## config.mk

```make
export PLATFORM = sky130hd
export DESIGN_NAME = mc_ctrl
export DESIGN_NICKNAME = d
export VERILOG_FILES = /design/src/rtl/mc_ctrl.sv
export SDC_FILE = /design/constraint.sdc
export NUM_CORES = 1
export LEC_CHECK = 0
export BUFFER_PORTS_ARGS = -buffer_cell sky130_fd_sc_hd__buf_2
export CAP_MARGIN = 20
export CORE_ASPECT_RATIO = 0.9
export CORE_MARGIN = 2
export CORE_UTILIZATION = 45
export DETAILED_ROUTE_END_ITERATION = 16
export GPL_TIMING_DRIVEN = 0
export PLACE_DENSITY = 0.68
export REMOVE_ABC_BUFFERS = 1
export SLEW_MARGIN = 20
export SYNTH_ARGS = -nofsm -noshare
export SYNTH_HDL_FRONTEND = slang
export SYNTH_SLANG_ARGS = --single-unit
```

## constraint.sdc

```tcl
create_clock -name clk -period 2.2 [get_ports clk]
set_clock_uncertainty 0.1 [all_clocks]
set_input_delay 0.33 -clock clk [delete_from_list [all_inputs] [get_ports clk]]
set_output_delay 0.33 -clock clk [all_outputs]
set_load 0.05 [all_outputs]
```

## src/rtl/mc_ctrl.sv

```systemverilog
// mc_ctrl: multi-cycle RV32I control unit.
// Walks each instruction through FETCH/DECODE/EXEC/MEM/WB, handshaking with
// instruction and data memory, and drives the per-state datapath strobes.
// The instruction class is captured once in DECODE; every later strobe comes
// from that registered decode, so the IR may change freely after DECODE.
//
//   state  | meaning
//   -------+-----------------------------------------------------------
//   FETCH  | imem_req until imem_ready; IRWrite on the ready cycle
//   DECODE | capture class/ALUOp/EXTOp/DMType/branch kind, or trap
//   EXEC   | ALU op; branches and jumps retire here
//   MEM    | dmem_req until dmem_ready; stores retire here
//   WB     | register write, PC+4, retire
//   TRAP   | illegal opcode or memory timeout; all strobes 0 until rst
module mc_ctrl #(
  parameter int ALUOP_W     = 5,
  parameter int MEM_TIMEOUT = 255,
  parameter int CNT_W       = 32
) (
  input  logic               clk,
  input  logic               rst,
  input  logic [6:0]         Op,
  input  logic [6:0]         Funct7,
  input  logic [2:0]         Funct3,
  input  logic               Zero,
  input  logic               imem_ready,
  input  logic               dmem_ready,
  output logic               imem_req,
  output logic               dmem_req,
  output logic               MemWrite,
  output logic               IRWrite,
  output logic               PCWrite,
  output logic               RegWrite,
  output logic               ALUSrc,
  output logic [2:0]         EXTOp,
  output logic [ALUOP_W-1:0] ALUOp,
  output logic [2:0]         NPCOp,
  output logic [2:0]         DMType,
  output logic [1:0]         WDSel,
  output logic [2:0]         state,
  output logic               illegal,
  output logic               bus_err,
  output logic [CNT_W-1:0]   instret
);

  localparam logic [2:0] S_FETCH  = 3'd0;
  localparam logic [2:0] S_DECODE = 3'd1;
  localparam logic [2:0] S_EXEC   = 3'd2;
  localparam logic [2:0] S_MEM    = 3'd3;
  localparam logic [2:0] S_WB     = 3'd4;
  localparam logic [2:0] S_TRAP   = 3'd7;

  localparam logic [2:0] C_ALU    = 3'd0;
  localparam logic [2:0] C_LOAD   = 3'd1;
  localparam logic [2:0] C_STORE  = 3'd2;
  localparam logic [2:0] C_BRANCH = 3'd3;
  localparam logic [2:0] C_JAL    = 3'd4;
  localparam logic [2:0] C_JALR   = 3'd5;

  localparam logic [6:0] OP_R      = 7'b0110011;
  localparam logic [6:0] OP_I      = 7'b0010011;
  localparam logic [6:0] OP_LOAD   = 7'b0000011;
  localparam logic [6:0] OP_STORE  = 7'b0100011;
  localparam logic [6:0] OP_BRANCH = 7'b1100011;
  localparam logic [6:0] OP_JAL    = 7'b1101111;
  localparam logic [6:0] OP_JALR   = 7'b1100111;
  localparam logic [6:0] OP_LUI    = 7'b0110111;
  localparam logic [6:0] OP_AUIPC  = 7'b0010111;

  localparam logic [6:0] F7_ZERO = 7'b0000000;
  localparam logic [6:0] F7_ALT  = 7'b0100000;

  localparam logic [4:0] ALU_NOP   = 5'd0;
  localparam logic [4:0] ALU_LUI   = 5'd1;
  localparam logic [4:0] ALU_AUIPC = 5'd2;
  localparam logic [4:0] ALU_ADD   = 5'd3;
  localparam logic [4:0] ALU_SUB   = 5'd4;
  localparam logic [4:0] ALU_SLL   = 5'd5;
  localparam logic [4:0] ALU_SRL   = 5'd6;
  localparam logic [4:0] ALU_SRA   = 5'd7;
  localparam logic [4:0] ALU_SLT   = 5'd8;
  localparam logic [4:0] ALU_SLTU  = 5'd9;
  localparam logic [4:0] ALU_XOR   = 5'd10;
  localparam logic [4:0] ALU_OR    = 5'd11;
  localparam logic [4:0] ALU_AND   = 5'd12;

  localparam logic [2:0] EXT_NONE = 3'b000;
  localparam logic [2:0] EXT_S    = 3'b001;
  localparam logic [2:0] EXT_I    = 3'b010;
  localparam logic [2:0] EXT_U    = 3'b011;
  localparam logic [2:0] EXT_B    = 3'b100;
  localparam logic [2:0] EXT_J    = 3'b101;

  localparam logic [2:0] NPC_PC4  = 3'b000;
  localparam logic [2:0] NPC_BR   = 3'b001;
  localparam logic [2:0] NPC_JAL  = 3'b010;
  localparam logic [2:0] NPC_JALR = 3'b100;

  localparam logic [2:0] DM_W  = 3'b000;
  localparam logic [2:0] DM_H  = 3'b001;
  localparam logic [2:0] DM_HU = 3'b010;
  localparam logic [2:0] DM_B  = 3'b011;
  localparam logic [2:0] DM_BU = 3'b100;

  localparam logic [1:0] WD_ALU = 2'b00;
  localparam logic [1:0] WD_MEM = 2'b01;
  localparam logic [1:0] WD_PC4 = 2'b10;

  // Wait counter only needs to reach MEM_TIMEOUT-1; the trap fires on the
  // non-ready cycle that would take it to MEM_TIMEOUT.
  localparam int             TW      = $clog2(MEM_TIMEOUT + 1);
  localparam logic [TW-1:0]  TO_LAST = TW'(MEM_TIMEOUT - 1);

  logic [2:0]         state_q, state_d;
  logic [2:0]         cls_q, cls_d;
  logic [ALUOP_W-1:0] aluop_q, aluop_d;
  logic [2:0]         extop_q, extop_d;
  logic [2:0]         dmtype_q, dmtype_d;
  logic               alusrc_q, alusrc_d;
  logic               brz_q, brz_d;
  logic [TW-1:0]      wait_q, wait_d;
  logic               illegal_q, illegal_d;
  logic               bus_err_q, bus_err_d;
  logic [CNT_W-1:0]   instret_q, instret_d;

  logic               dec_ok;
  logic [2:0]         dec_cls;
  logic [4:0]         dec_alu;
  logic [2:0]         dec_ext;
  logic [2:0]         dec_dmt;
  logic               dec_alusrc;
  logic               dec_brz;

  logic               to_hit;
  logic               waiting;
  logic               taken;
  logic               pc_write_raw;

  // Instruction decode from the IR fields; only consumed while in DECODE.
  always_comb begin
    dec_ok     = 1'b1;
    dec_cls    = C_ALU;
    dec_alu    = ALU_NOP;
    dec_ext    = EXT_NONE;
    dec_dmt    = DM_W;
    dec_alusrc = 1'b0;
    dec_brz    = 1'b0;
    case (Op)
      OP_R: begin
        if (Funct7 == F7_ZERO) begin
          case (Funct3)
            3'd0:    dec_alu = ALU_ADD;
            3'd1:    dec_alu = ALU_SLL;
            3'd2:    dec_alu = ALU_SLT;
            3'd3:    dec_alu = ALU_SLTU;
            3'd4:    dec_alu = ALU_XOR;
            3'd5:    dec_alu = ALU_SRL;
            3'd6:    dec_alu = ALU_OR;
            default: dec_alu = ALU_AND;
          endcase
        end else if (Funct7 == F7_ALT && Funct3 == 3'd0) begin
          dec_alu = ALU_SUB;
        end else if (Funct7 == F7_ALT && Funct3 == 3'd5) begin
          dec_alu = ALU_SRA;
        end else begin
          dec_ok = 1'b0;
        end
      end
      OP_I: begin
        dec_ext    = EXT_I;
        dec_alusrc = 1'b1;
        case (Funct3)
          3'd0: dec_alu = ALU_ADD;
          3'd2: dec_alu = ALU_SLT;
          3'd3: dec_alu = ALU_SLTU;
          3'd4: dec_alu = ALU_XOR;
          3'd6: dec_alu = ALU_OR;
          3'd7: dec_alu = ALU_AND;
          3'd1: begin
            if (Funct7 == F7_ZERO) dec_alu = ALU_SLL;
            else                   dec_ok  = 1'b0;
          end
          default: begin
            if (Funct7 == F7_ZERO)     dec_alu = ALU_SRL;
            else if (Funct7 == F7_ALT) dec_alu = ALU_SRA;
            else                       dec_ok  = 1'b0;
          end
        endcase
      end
      OP_LOAD: begin
        dec_cls    = C_LOAD;
        dec_ext    = EXT_I;
        dec_alusrc = 1'b1;
        dec_alu    = ALU_ADD;
        case (Funct3)
          3'd0:    dec_dmt = DM_B;
          3'd1:    dec_dmt = DM_H;
          3'd2:    dec_dmt = DM_W;
          3'd4:    dec_dmt = DM_BU;
          3'd5:    dec_dmt = DM_HU;
          default: dec_ok  = 1'b0;
        endcase
      end
      OP_STORE: begin
        dec_cls    = C_STORE;
        dec_ext    = EXT_S;
        dec_alusrc = 1'b1;
        dec_alu    = ALU_ADD;
        case (Funct3)
          3'd0:    dec_dmt = DM_B;
          3'd1:    dec_dmt = DM_H;
          3'd2:    dec_dmt = DM_W;
          default: dec_ok  = 1'b0;
        endcase
      end
      OP_BRANCH: begin
        dec_cls = C_BRANCH;
        dec_ext = EXT_B;
        // dec_brz: branch is taken when Zero is set (beq/bge/bgeu)
        case (Funct3)
          3'd0:    begin dec_alu = ALU_SUB;  dec_brz = 1'b1; end
          3'd1:    begin dec_alu = ALU_SUB;  dec_brz = 1'b0; end
          3'd4:    begin dec_alu = ALU_SLT;  dec_brz = 1'b0; end
          3'd5:    begin dec_alu = ALU_SLT;  dec_brz = 1'b1; end
          3'd6:    begin dec_alu = ALU_SLTU; dec_brz = 1'b0; end
          3'd7:    begin dec_alu = ALU_SLTU; dec_brz = 1'b1; end
          default: dec_ok = 1'b0;
        endcase
      end
      OP_JAL: begin
        dec_cls = C_JAL;
        dec_ext = EXT_J;
      end
      OP_JALR: begin
        dec_cls    = C_JALR;
        dec_ext    = EXT_I;
        dec_alusrc = 1'b1;
        dec_alu    = ALU_ADD;
        if (Funct3 != 3'd0) dec_ok = 1'b0;
      end
      OP_LUI: begin
        dec_ext    = EXT_U;
        dec_alusrc = 1'b1;
        dec_alu    = ALU_LUI;
      end
      OP_AUIPC: begin
        dec_ext    = EXT_U;
        dec_alusrc = 1'b1;
        dec_alu    = ALU_AUIPC;
      end
      default: dec_ok = 1'b0;
    endcase
  end

  assign to_hit  = (wait_q == TO_LAST);
  assign waiting = (state_q == S_FETCH && !imem_ready) ||
                   (state_q == S_MEM   && !dmem_ready);
  assign taken   = brz_q ? Zero : !Zero;

  // Next-state, sticky trap flags and per-state strobes.
  always_comb begin
    state_d      = state_q;
    illegal_d    = illegal_q;
    bus_err_d    = bus_err_q;
    imem_req     = 1'b0;
    dmem_req     = 1'b0;
    MemWrite     = 1'b0;
    IRWrite      = 1'b0;
    pc_write_raw = 1'b0;
    RegWrite     = 1'b0;
    ALUSrc       = 1'b0;
    EXTOp        = EXT_NONE;
    ALUOp        = '0;
    NPCOp        = NPC_PC4;
    DMType       = DM_W;
    WDSel        = WD_ALU;
    case (state_q)
      S_FETCH: begin
        imem_req = 1'b1;
        if (imem_ready) begin
          IRWrite = 1'b1;
          state_d = S_DECODE;
        end else if (to_hit) begin
          state_d   = S_TRAP;
          bus_err_d = 1'b1;
        end
      end
      S_DECODE: begin
        if (dec_ok) begin
          state_d = S_EXEC;
        end else begin
          state_d   = S_TRAP;
          illegal_d = 1'b1;
        end
      end
      S_EXEC: begin
        ALUOp  = aluop_q;
        EXTOp  = extop_q;
        ALUSrc = alusrc_q;
        case (cls_q)
          C_ALU: state_d = S_WB;
          C_BRANCH: begin
            pc_write_raw = 1'b1;
            NPCOp        = taken ? NPC_BR : NPC_PC4;
            state_d      = S_FETCH;
          end
          C_JAL, C_JALR: begin
            RegWrite     = 1'b1;
            WDSel        = WD_PC4;
            pc_write_raw = 1'b1;
            NPCOp        = (cls_q == C_JAL) ? NPC_JAL : NPC_JALR;
            state_d      = S_FETCH;
          end
          C_LOAD, C_STORE: begin
            DMType  = dmtype_q;
            state_d = S_MEM;
          end
          default: state_d = S_TRAP;
        endcase
      end
      S_MEM: begin
        // Address operands stay asserted while the bus access is pending.
        ALUOp    = aluop_q;
        EXTOp    = extop_q;
        ALUSrc   = alusrc_q;
        DMType   = dmtype_q;
        dmem_req = 1'b1;
        MemWrite = (cls_q == C_STORE);
        if (dmem_ready) begin
          if (cls_q == C_STORE) begin
            pc_write_raw = 1'b1;
            state_d      = S_FETCH;
          end else begin
            state_d = S_WB;
          end
        end else if (to_hit) begin
          state_d   = S_TRAP;
          bus_err_d = 1'b1;
        end
      end
      S_WB: begin
        ALUOp        = aluop_q;
        EXTOp        = extop_q;
        ALUSrc       = alusrc_q;
        RegWrite     = 1'b1;
        pc_write_raw = 1'b1;
        if (cls_q == C_LOAD) begin
          WDSel  = WD_MEM;
          DMType = dmtype_q;
        end
        state_d = S_FETCH;
      end
      S_TRAP: state_d = S_TRAP;
      default: state_d = S_TRAP;
    endcase
    // A reset cycle must never commit architectural state, even mid-instruction.
    if (rst) begin
      imem_req     = 1'b0;
      dmem_req     = 1'b0;
      MemWrite     = 1'b0;
      IRWrite      = 1'b0;
      pc_write_raw = 1'b0;
      RegWrite     = 1'b0;
    end
  end

  assign PCWrite = pc_write_raw;

  // Memory-wait counter restarts on every state change.
  always_comb begin
    wait_d = wait_q;
    if (state_d != state_q) wait_d = '0;
    else if (waiting)       wait_d = wait_q + TW'(1);
  end

  // Decode capture happens only in DECODE; otherwise hold.
  always_comb begin
    cls_d    = cls_q;
    aluop_d  = aluop_q;
    extop_d  = extop_q;
    dmtype_d = dmtype_q;
    alusrc_d = alusrc_q;
    brz_d    = brz_q;
    if (state_q == S_DECODE) begin
      cls_d    = dec_cls;
      aluop_d  = ALUOP_W'(dec_alu);
      extop_d  = dec_ext;
      dmtype_d = dec_dmt;
      alusrc_d = dec_alusrc;
      brz_d    = dec_brz;
    end
  end

  // Every instruction retires on its single PCWrite.
  always_comb begin
    instret_d = instret_q;
    if (pc_write_raw) instret_d = instret_q + CNT_W'(1);
  end

  // State, decode, counters and sticky flags with synchronous reset.
  always_ff @(posedge clk) begin
    if (rst) begin
      state_q   <= S_FETCH;
      cls_q     <= C_ALU;
      aluop_q   <= '0;
      extop_q   <= EXT_NONE;
      dmtype_q  <= DM_W;
      alusrc_q  <= 1'b0;
      brz_q     <= 1'b0;
      wait_q    <= '0;
      illegal_q <= 1'b0;
      bus_err_q <= 1'b0;
      instret_q <= '0;
    end else begin
      state_q   <= state_d;
      cls_q     <= cls_d;
      aluop_q   <= aluop_d;
      extop_q   <= extop_d;
      dmtype_q  <= dmtype_d;
      alusrc_q  <= alusrc_d;
      brz_q     <= brz_d;
      wait_q    <= wait_d;
      illegal_q <= illegal_d;
      bus_err_q <= bus_err_d;
      instret_q <= instret_d;
    end
  end

  assign state   = state_q;
  assign illegal = illegal_q;
  assign bus_err = bus_err_q;
  assign instret = instret_q;

endmodule

```

# Yosys cells after proc, flatten, opt, wreduce, memory -nomap -nowiden
# Cells that the tools add are included.
# op_classes
n_addsub	2
n_eq_ne	30
n_mux	72
bitwise_logic	1
reduce_logical	34
# op_table
cell	n
$pmux W4 S7	2
$mux W3	15
$pmux W3 S5	3
$mux W1	35
$add A32 B1 Y32 const B	1
$pmux W5 S6	1
$eq A7 B6 Y1 const B	4
$eq A3 B3 Y1 const B	7
$eq A7 B7 Y1 const B	3
$reduce_or A3 Y1	7
$eq A3 B2 Y1 const B	6
$pmux W3 S3	2
$reduce_or A6 Y1	3
$eq A7 B5 Y1 const B	2
$reduce_or A2 Y1	7
$pmux W3 S2	2
$pmux W3 S4	1
$pmux W4 S3	1
$mux W5	2
$eq A3 B1 Y1 const B	3
$logic_not A3 Y1	3
$add A8 B1 Y8 const B	1
$eq A8 B8 Y1 const B	1
$pmux W2 S2	2
17 further kinds	25
# totals
ff_bits	61
input_bits	22
output_inout_bits	60
elab_cells	150

# Depth between registers and ports, before layout
# logic_depth
ltp_word	10
depth_mapped	8
depth_no_buf	6

# Worst setup path after synthesis
# No wires, ideal clock.
# synth_timing
path_kind	register to output
start	reg state_q[0], in the netlist state[0]
end	out NPCOp[1]
t_arrival_ns	3.509
t_required_ns	1.770
path_slack_ns	-1.739
path_stages_with_launch	5
cell_sequence	dfxtp_1 clkbuf_1 clkbuf_1 nor4b_1 nor2b_1
# synth_via
elab_chain_len	2
# synth_lines
element	line_no	source
start, declared	114	logic [2:0] state_q, state_d;
start signal, assigned	415	state_q <= state_d;
$eq A3 B2 Y1	277	case (state_q)
$mux W3	277	
end, declared	37	output logic [2:0] NPCOp,
# Every way passes these cells.

# Worst setup path after layout
# layout_timing
start	reg state_q[1], in the netlist state[1]
end	out DMType[2]
# layout_via
elab_chain_len	2
word_cells_on_any_way	4
classes_between	eq/ne (3); mux (1)
# layout_lines
element	line_no	source
$eq A3 B3 Y1 or $eq A3 B2 Y1 (tied branches)	277	
$pmux W3 S3 (*)	277	
end, declared	38	output logic [2:0] DMType,
# Every way passes the cells marked *; elsewhere a longest branch is shown, timed or not.

==> summary.txt <==
Max-slew violation count - 0
Hold_buf cts - 0
Vias in the first global route - 3437
Die Span Y - 88.5 um
# port buffers - 80
Pwr/cell area - 671 nW/um2
Wire per inst - 15.8 um
Top Ports - 82
FF-to-FF setup slack - -0.01 ns
Part of the power in registers - 0.383
Largest area contributor in the synthesized netlist - dfxtp_1
EDFF count, synth - 0
Min cycle time layout - 2.24 ns
Psw - 1.19 mW
Global-route wire length before repair - 16700 um
N_diodes - 0
Most frequent cells in the layout - buf_2, a21oi_1, dfxtp_1
WHS Endpoint - extop_q[2]$_SDFFE_PP0P_
Final wirelength - 10600 um
Yosys warns - 0
Max transition margin - 0.597
Layout Nets - 596
Clock root cell - clkbuf_8
GRT overflow - 0
CP max FO - 11
Site Rows - 30
Worst R2R Start - cls_q[2]$_SDFFE_PP0P_
Worst stage delay on the critical path - 0.39 ns
HPWL after DPL - 6580 um
Die area - 8670 um2
Period utilisation layout - 1.02
Initial core utilization - 0.469
MaxCap Viol Count - 0
Kind of critical path - reg -> out
VDD IR max - 0.000334 V
Fin area - 4790 um2
DR vias/cell - 5.93
Largest cells by area after synthesis - dfxtp_1, a21oi_1, nor2_1
WP data required - 1.77 ns
Overall global routing resource usage - 0.233
1st-iter DRT viols - 313
Post-Syn Area - 3570 um2
Switching Share - 0.369
RSZ-0062 raised after global routing - true
Worst hold start - Op[3]
R2r endpoint - instret[11]$_SDFFE_PP0P_
Clock share of power - 0.307
Most common cell after layout, fill and taps aside - buf_2
Primary FF master, synth - dfxtp_1
Syn Area/Cell - 7.55 um2
Setup crit start kind - flop
Finished Core Util - 0.628
Clock transition at the registers of the reported paths - 0.07 ns
CTS tree - built
Clk sink count - 60
Final setup fails - 7
Gate Count Post-Synth - 473
Critical Path Sink Type - output port
Worst reg-to-reg path cell count - 7
Vias - 3981
Violated checks - negative setup slack
Synth Register Bits - 60
Share of the synthesized area in the top cell type - 0.336
Core Region - 7620 um2
Hold Crit Class - in -> reg
Crit path cell chain - nor3b_4 -> nor2_4 -> o22a_1 -> o21a_4 -> nor2b_4 -> buf_8
Combinational group share of total power - 0.311
Initial antenna violation count - 0
CTS H-tree lvls - 3
Max Freq - 0.446 GHz
Clock Path Buffers - 2
CTS Buf Count - 9
Fraction of layout cells with a size suffix above 1 - 0.327
Final Hold Fails - 0
Fin worst setup slack - -0.0438 ns
P&R area growth vs syn - 33.9%
Initial DRT Pass Iterations - 5
Register area share after synthesis - 0.336
Static Leak - 1.77 nW
Hold Crit Depth - 3
Worst Tran Pin Value - 0.602 ns
Status - finished with violations
Pint - 2.02 mW
Final ANT Viol Nets - 0
Layout fillers - 675
Largest net degree at the start of global routing - 57
Synth cell types - 62
Worst-Skew Late Latency - 0.34 ns
GP Congestion - 0.888
CP arrival - 1.81 ns
Post-synth ARST share - 0
Placed inst area - 4000 um2
DR DRC count - 0
Worst path slowest cell - dfxtp_4
Die width - 97.9 um
## flip-flops by register name, summed over array words and instances (netlist names), 3 cells and up
register,flops
extop_q,3
cls_q,3
instret,32
dmtype_q,3
wait_q,8
aluop_q,4
state,3
## critical path: cells and delay by family (launching register included)
family / cells / cell delay [ns]
buffers and inverters: 1 / 0.16
and+or+nand+nor: 3 / 0.48
AOI/OAI and AO/OA: 2 / 0.43
DFF: 1 / 0.39
## synthesized netlist by cell type, types with 5 or more instances
| library cell | instances |
|---|---|
| clkbuf_1 | 30 |
| nand2_1 | 35 |
| or3_1 | 21 |
| a21oi_1 | 49 |
| dfxtp_1 | 60 |
| and2_1 | 5 |
| nor2_1 | 39 |
| o21ai_0 | 27 |
| and3_1 | 6 |
| nand4_1 | 10 |
| or4_1 | 18 |
| nand3b_1 | 6 |
| o31ai_1 | 15 |
| nor3_1 | 13 |
| xor2_1 | 8 |
| nand3_1 | 14 |
| inv_1 | 16 |
| nor2b_1 | 20 |
| nand2b_1 | 6 |
## final cells by class
| type | instances | area (um2) | area share |
|---|---|---|---|
| Clock inverter | 5 | 52.6 | 0.0110 |
| Multi-Input combinational cell | 364 | 2400 | 0.501 |
| Timing Repair Buffer | 120 | 768 | 0.161 |
| Inverter | 16 | 60.1 | 0.0125 |
| Sequential cell | 60 | 1250 | 0.261 |
| Clock buffer | 10 | 138 | 0.0288 |
| Tap cell | 96 | 120 | 0.0251 |
## through the flow
step                      hold slack, ns  total power [mW]  TNS, ns  instances  setup WS (ns)
final                              0.237              3.21   -0.127        671        -0.0438
after global routing               0.243              3.34   -0.884        671        -0.0827
after CTS                          0.228              3.13  -0.0370        656        -0.0358
after detailed placement           0.339              2.00   -19.55        618         -0.983
after global placement             0.332              1.98   -32.49        616          -1.09
after floorplan                    0.299              1.77   -31.35        440          -1.86
## logic make-up after synthesis
logic type,count (synthesis),synth area share
AOI/OAI and AO/OA,133,0.233
xor gates and xnor gates,12,0.0294
adders and majority gates,3,0.0105
buffers and inverters,49,0.0529
DFF,60,0.336
muxes,1,0.00280
other,1,0.00105
and+or+nand+nor,214,0.334
## repair_timing
item | in CTS | in global routing
pin swaps | 15 | 16
gates resized for setup | 61 | 30
cloned | 0 | 1
endpoints found under the setup margin | 56 | 32
buffers inserted | 23 | 14
## worst max-delay path by stage
stage / startpoint / endpoint / slack, ns / depth (start not counted)
global route: cls_q[2]$_SDFFE_PP0P_ / instret[11]$_SDFFE_PP0P_ / -0.08 / 7
global placement: state[0]$_SDFF_PP0_ / instret[30]$_SDFFE_PP0P_ / -1.09 / 5
CTS: instret[9]$_SDFFE_PP0P_ / instret[28]$_SDFFE_PP0P_ / -0.04 / 5
floorplan: state[1]$_SDFF_PP0_ / NPCOp[1] / -1.86 / 3
finish: state[1]$_SDFF_PP0_ / DMType[2] / -0.04 / 6
detailed placement: rst / instret[28]$_SDFFE_PP0P_ / -0.98 / 6
## per-layer routing
layer	routed length, um	vias up	global-route usage
li1	-	1944	-
met1	4800	1889	0.316
met2	5100	133	0.380
met3	582	15	0.0529
met4	110	0	0.0631
met5	0	-	0
## power by group through the flow
| stage | Clock, mW | Sequential, mW | Combinational (mW) |
|---|---|---|---|
| 5_1_grt | 1.04 | 1.24 | 1.06 |
| 6_report | 0.985 | 1.23 | 0.997 |
| 3_5_place_dp | 0 | 1.26 | 0.739 |
| 2_1_floorplan | 0 | 1.34 | 0.424 |
| 3_3_place_gp | 0 | 1.26 | 0.728 |
| 4_1_cts | 1.00 | 1.22 | 0.904 |
Note: power is estimated with default switching activity, not from simulation.
